[src/rtl/bcd_clock_core.sv]
`default_nettype none
// ============================================================================
// Module      : bcd_clock_core
// Description : Time-of-day core built from cascaded BCD counters for seconds
//               and minutes plus a binary 0..23 hour counter. Presents the
//               time in a run-time selectable 12/24-hour display mode and
//               emits a one-cycle pulse on the 23:59:59 -> 00:00:00 rollover.
// Ports       : i_Clk          system clock
//               i_Reset        synchronous active-high reset
//               i_Sec_Tick     1 Hz one-cycle pulse, advances one second
//               i_Minutes_Inc  manual minute advance (no carry into hours)
//               i_Hours_Inc    manual hour advance (no midnight pulse)
//               i_Mode_Toggle  flips the 12/24-hour display mode
//               o_Time         BCD {H tens, H ones, M tens, M ones}
//               o_Seconds      BCD {S tens, S ones}
//               o_PM           12-hour mode and hour 12..23
//               o_Mode_24H     current display mode (1 = 24-hour)
//               o_Midnight     registered rollover pulse
// Revision    : 1.0 - initial release
// ============================================================================
module bcd_clock_core #(
  parameter int unsigned START_HOURS   = 0,
  parameter int unsigned START_MINUTES = 0,
  parameter int unsigned START_SECONDS = 0,
  parameter int unsigned RESET_24H     = 0
) (
  input  logic        i_Clk,
  input  logic        i_Reset,
  input  logic        i_Sec_Tick,
  input  logic        i_Minutes_Inc,
  input  logic        i_Hours_Inc,
  input  logic        i_Mode_Toggle,
  output logic [15:0] o_Time,
  output logic [7:0]  o_Seconds,
  output logic        o_PM,
  output logic        o_Mode_24H,
  output logic        o_Midnight
);

  localparam logic [3:0] c_S_ONES = 4'(START_SECONDS % 10);
  localparam logic [2:0] c_S_TENS = 3'(START_SECONDS / 10);
  localparam logic [3:0] c_M_ONES = 4'(START_MINUTES % 10);
  localparam logic [2:0] c_M_TENS = 3'(START_MINUTES / 10);
  localparam logic [4:0] c_H_BIN  = 5'(START_HOURS);
  localparam logic       c_MODE   = (RESET_24H != 0);

  logic [3:0] r_s_ones;
  logic [2:0] r_s_tens;
  logic [3:0] r_m_ones;
  logic [2:0] r_m_tens;
  logic [4:0] r_h_bin;
  logic       r_mode;
  logic       r_midnight;

  // Convert a 0..23 binary hour into two BCD digits.
  function automatic logic [7:0] f_hour_bcd(input logic [4:0] v);
    if (v >= 5'd20)      f_hour_bcd = {4'd2, 4'(v - 5'd20)};
    else if (v >= 5'd10) f_hour_bcd = {4'd1, 4'(v - 5'd10)};
    else                 f_hour_bcd = {4'd0, v[3:0]};
  endfunction

  // Next-value and carry terms. The ">=" compares keep any out-of-range code
  // from ever propagating: it wraps to zero on the next step.
  logic       w_s_ones_wrap, w_sec_carry;
  logic [3:0] w_s_ones_nx;
  logic [2:0] w_s_tens_nx;
  logic       w_m_ones_wrap, w_min_carry;
  logic [3:0] w_m_ones_nx;
  logic [2:0] w_m_tens_nx;
  logic [4:0] w_h_nx;
  logic       w_set, w_min_step, w_hr_step, w_midnight_nx;

  assign w_s_ones_wrap = (r_s_ones >= 4'd9);
  assign w_s_ones_nx   = w_s_ones_wrap ? 4'd0 : r_s_ones + 4'd1;
  assign w_s_tens_nx   = !w_s_ones_wrap     ? r_s_tens :
                         (r_s_tens >= 3'd5) ? 3'd0 : r_s_tens + 3'd1;
  assign w_sec_carry   = w_s_ones_wrap && (r_s_tens >= 3'd5);

  assign w_m_ones_wrap = (r_m_ones >= 4'd9);
  assign w_m_ones_nx   = w_m_ones_wrap ? 4'd0 : r_m_ones + 4'd1;
  assign w_m_tens_nx   = !w_m_ones_wrap     ? r_m_tens :
                         (r_m_tens >= 3'd5) ? 3'd0 : r_m_tens + 3'd1;
  assign w_min_carry   = w_m_ones_wrap && (r_m_tens >= 3'd5);

  assign w_h_nx        = (r_h_bin >= 5'd23) ? 5'd0 : r_h_bin + 5'd1;

  // A manual set pulse owns the minute/hour fields for that cycle: the tick's
  // seconds carry is dropped so a set is never lost or doubled.
  assign w_set         = i_Minutes_Inc | i_Hours_Inc;
  assign w_min_step    = w_set ? i_Minutes_Inc : (i_Sec_Tick & w_sec_carry);
  assign w_hr_step     = w_set ? i_Hours_Inc
                               : (i_Sec_Tick & w_sec_carry & w_min_carry);
  assign w_midnight_nx = !w_set && i_Sec_Tick && w_sec_carry && w_min_carry
                         && (r_h_bin >= 5'd23);

  always_ff @(posedge i_Clk) begin
    if (i_Reset) begin
      r_s_ones   <= c_S_ONES;
      r_s_tens   <= c_S_TENS;
      r_m_ones   <= c_M_ONES;
      r_m_tens   <= c_M_TENS;
      r_h_bin    <= c_H_BIN;
      r_mode     <= c_MODE;
      r_midnight <= 1'b0;
    end else begin
      r_midnight <= w_midnight_nx;
      if (i_Mode_Toggle) begin
        r_mode <= ~r_mode;
      end
      if (i_Sec_Tick) begin
        r_s_ones <= w_s_ones_nx;
        r_s_tens <= w_s_tens_nx;
      end
      if (w_min_step) begin
        r_m_ones <= w_m_ones_nx;
        r_m_tens <= w_m_tens_nx;
      end
      if (w_hr_step) begin
        r_h_bin <= w_h_nx;
      end
    end
  end

  // Display mapping
  logic [4:0] w_h_mod;
  logic [4:0] w_h12;
  logic [4:0] w_h_disp;

  assign w_h_mod  = (r_h_bin >= 5'd12) ? r_h_bin - 5'd12 : r_h_bin;
  assign w_h12    = (w_h_mod == 5'd0) ? 5'd12 : w_h_mod;
  assign w_h_disp = r_mode ? r_h_bin : w_h12;

  assign o_Time     = {f_hour_bcd(w_h_disp), 1'b0, r_m_tens, r_m_ones};
  assign o_Seconds  = {1'b0, r_s_tens, r_s_ones};
  assign o_PM       = !r_mode && (r_h_bin >= 5'd12);
  assign o_Mode_24H = r_mode;
  assign o_Midnight = r_midnight;

endmodule
`default_nettype wire
[config.mk]
export PLATFORM = sky130hd
export DESIGN_NAME = bcd_clock_core
export DESIGN_NICKNAME = d
export VERILOG_FILES = /design/src/rtl/bcd_clock_core.sv
export SDC_FILE = /design/constraint.sdc
export NUM_CORES = 1
export LEC_CHECK = 0
export BUFFER_PORTS_ARGS = -buffer_cell sky130_fd_sc_hd__clkbuf_2
export CAP_MARGIN = 25
export CORE_MARGIN = 3
export CORE_UTILIZATION = 40
export CTS_CLUSTER_DIAMETER = 120
export DETAILED_ROUTE_END_ITERATION = 8
export GPL_ROUTABILITY_DRIVEN = 0
export PLACE_DENSITY = 0.66
export SYNTH_ARGS = -nofsm -noshare
export SYNTH_HDL_FRONTEND = slang
export SYNTH_SLANG_ARGS = --single-unit
export TNS_END_PERCENT = 50
[constraint.sdc]
create_clock -name i_Clk -period 3.4 [get_ports i_Clk]
set_input_delay 0.34 -clock i_Clk [delete_from_list [all_inputs] [get_ports i_Clk]]
set_output_delay 0.34 -clock i_Clk [all_outputs]
set_load 0.005 [all_outputs]
==> run_results.csv <==
group,metric,value,unit
floorplanning,die-area,0.005093,mm^2
floorplanning,num_rows,23,
synth,synth_edf_count,0,
sta,slew_headroom,54.93,%
clock_network,clockBufferDepth,2,
final_layout,final_nets,251,
worst_hold_path,min_from,"i_Mode_Toggle",
placement,dp_cells,274,
global_route,antenna_found_initial,0,
drt,wl_met2,1.471,mm
setup_path,critical_path_class,"reg2out",
clock_network,clkTransAtPathRegs,80,ps
clock_network,cts_made_buffers,3,
synth,synth_compound_area_share,24.67,%
drt,routedWlPerCell,11.83,um
global_route,grt_pass1_vias,1309,
drt,routed_wl,3.289,mm
sta,hold_slack,323.1,ps
setup_path,end_kind,"output pin",
sta,fmax,313.0,MHz
setup_path,cp_slowest_stage_delay,440,ps
floorplanning,core_area,0.004058,mm^2
drt,route.top_layer_used,"met4",
run_status,status,"complete, no violations",
drt,drc,0,
clock_network,clock_latency,260,ps
power,p_comb_share,24.2,%
setup_path,r2r-start,"r_s_ones[0]",
drt,wl_met3,114,um
floorplanning,die_w,71.37,um
setup_path,cp_top_family,"compound AO/OA/AOI/OAI gates",
synth,async_flop_share,0,%
clock_network,cts_setup_buffers,0,
sta,slew_viol_final,0,
drt,num_vias,1471,
clock_network,cts_root_buffer,"clkbuf_8",
sta,layout_min_cycle_time,3194,ps
setup_path,worstPathCellList,"inv_1 -> ha_2 -> a211oi_2 -> mux2i_1 -> a41o_2 -> ha_1 -> inv_1 -> o221ai_2 -> or3b_1 -> a31oi_1 -> clkbuf_2",
final_layout,drive_gt1_share,23.68,%
final_layout,areaGrowthSynthToFinish,10.40,%
setup_path,cp_num_buf_inv,3,
sta,rsz0062_at_grt,"true",
drt,wl_met1,1.690,mm
worst_hold_path,hp-class,"in2reg",
power,power_density,302.9,mW/mm^2
sta,finalHoldViolCount,0,
power,ir_drop,0.1998,mV
placement,port_buffers,28,
synth,synthCells,206,
clock_network,cts_tree,"built",
setup_path,cpMaxStageDelayCell,"dfxtp_1",
final_layout,final_util,46.50,%
placement,dp_hpwl,2.460,mm
drt,drt-initial-drc-count,87,
synth,yosys_warnings,0,
drt,dr.pass1.iters,4,
synth,synth_cell_types,58,
synth,synthXorXnorAreaFrac,2.050,%
final_layout,seqCellArea,426.7,um^2
final_layout,final_cell_mix,"clkbuf_2 (28), nor2_1 (21), a21oi_1 (20), dfxtp_1 (18), inv_1 (16)",
final_layout,fillers,407,
global_route,grt_max_degree,22,
floorplanning,start_util,42.12,%
setup_path,worst-path-max-fanout,9,
global_route,grt_pass1_wl,5.761,mm
flow_run,max-cap-violations,0,
synth,ys_ff_latch,21,
synth,synth_top_family_by_area,"simple AND/OR/NAND/NOR gates",
synth,synthMuxAreaShare,1.171,%
power,p_leak,0.0007922,uW
drt,vias_per_cell,5.291,
setup_path,crit_start,"r_h_bin[1]",
floorplanning,die_y,71.37,um
setup_path,start_kind,"flop",
final_layout,final_cells,278,
power,pwr-share-clk,29.2,%
clock_network,cts_sinks,21,
synth,ys_seq_area_share,24.60,%
final_layout,layout_commonest_cell,"clkbuf_2",
clock_network,htree_levels,1,
sta,setup_viol,0,
sta,tightest_slew,670.0,ps
final_layout,diodes,0,
power,fin_total_pwr,571.5,uW
power,p_sw_share,30.42,%
synth,synth_area,0.001709,mm^2
synth,synthAdderAreaFrac,11.71,%
clock_network,cts_hold_buf,0,
floorplanning,io_pins,33,
setup_path,worst_path_most_repeated_cell,"inv_1",
synth,synth_flop_cell,"dfxtp_1",
global_route,grt_usage,13.36,%
setup_path,worstPathRequired,3060,ps
global_route,gr-total-overflow,0,
setup_path,arrival,2850,ps
power,p_seq_share,46.7,%
sta,skew,3.981,ps
sta,post-route-period-util,93.95,%
drt,ant_nets,0,
synth,synthSimpleGateAreaFrac,26.06,%
power,internal_power,397.6,uW
power,p_sw,173.9,uW
final_layout,multi_input_area,0.001149,mm^2
synth,synth_area_per_cell,8.297,um^2
==> stage by stage <==
stage,instance area (um^2),worst slack [ps],TNS [ps]
floorplan,1720,588.5,0
global placement,1821,308.2,0
detailed placement,1821,240.2,0
CTS,1873,43.49,0
global route,1887,-1.916,-1.916
finish,1887,205.6,0
==> cell families after synthesis <==
kind of cell             after synthesis
adder cells (fa/ha/maj)               16
AND/OR/NAND/NOR                       79
buffers and inverters                 29
AO/OA/AOI/OAI                         54
multiplexers                           2
XOR/XNOR                               4
flip-flops                            21
other                                  1
==> power by group through the flow <==
stage	registers [uW]	clock network (uW)	logic, uW
2_1_floorplan	267	0	112
3_3_place_gp	272	0	135
3_5_place_dp	272	0	135
4_1_cts	267	172	136
5_1_grt	269	184	157
6_report	267	167	138
==> timing repair <==
item,in CTS,in global routing
cloned,0,0
gates resized for setup,2,5
endpoints found under the setup margin,1,5
==> cells in the mapped netlist (2+ instances only) <==
cell / number / share of area [%]
o21ai_0: 6 / 1.8
ha_1: 16 / 12
clkbuf_1: 2 / 0.44
mux2i_1: 2 / 1.2
nand3_1: 5 / 1.5
nor4_1: 2 / 0.73
inv_1: 16 / 3.5
buf_4: 6 / 2.6
nor2_1: 21 / 4.6
nor3b_1: 3 / 1.3
or3_1: 3 / 1.1
o31a_1: 3 / 1.5
nor2b_1: 3 / 1.1
a31oi_1: 3 / 1.1
xor2_1: 3 / 1.5
o21ai_1: 2 / 0.59
nand2_1: 13 / 2.9
or4b_1: 2 / 1.2
dfxtp_1: 21 / 25
a21oi_1: 20 / 5.9
and3_1: 4 / 1.5
or4_1: 2 / 0.88
buf_6: 4 / 2.6
nand4_1: 3 / 1.1
or3b_1: 3 / 1.5
nor3_1: 6 / 1.8
==> tightest hold or removal path, delay by kind of cell <==
family | cells | cell delay (ps)
XOR/XNOR | 1 | 60
buffers and inverters | 1 | 80
AND/OR/NAND/NOR | 1 | 70
==> path summary, 6_finish.rpt <==
kind                 endpoint  slack [ps]  depth (start not counted)
setup / recovery    o_Time[9]         210                         11
hold / removal     o_Mode_24H         320                          3
setup reg to reg   r_h_bin[2]        1080                          7
hold reg to reg   r_m_tens[2]         520                          2
==> sequential cells by signal (all words and copies together) (netlist names) <==
name        count
o_Midnight      1
r_h_bin         5
o_Mode_24H      1
r_s_tens        3
r_m_ones        4
r_m_tens        3
r_s_ones        4
==> cell type report <==
type / count / area share (%)
Inverter: 16 / 3.183
Clock inverter: 1 / 0.3979
Multi-Input combinational cell: 159 / 60.88
Sequential cell: 21 / 22.61
Clock buffer: 3 / 2.188
Tap cell: 50 / 3.316
Timing Repair Buffer: 28 / 7.427
==> per-layer routing <==
| layer | vias up | GRT usage, % |
|---|---|---|
| li1 | 776 | - |
| met4 | 0 | 2.505 |
| met2 | 17 | 21.12 |
| met1 | 676 | 18.54 |
| met3 | 2 | 3.366 |
| met5 | - | 0 |
Power figures use the tool's default switching activity.
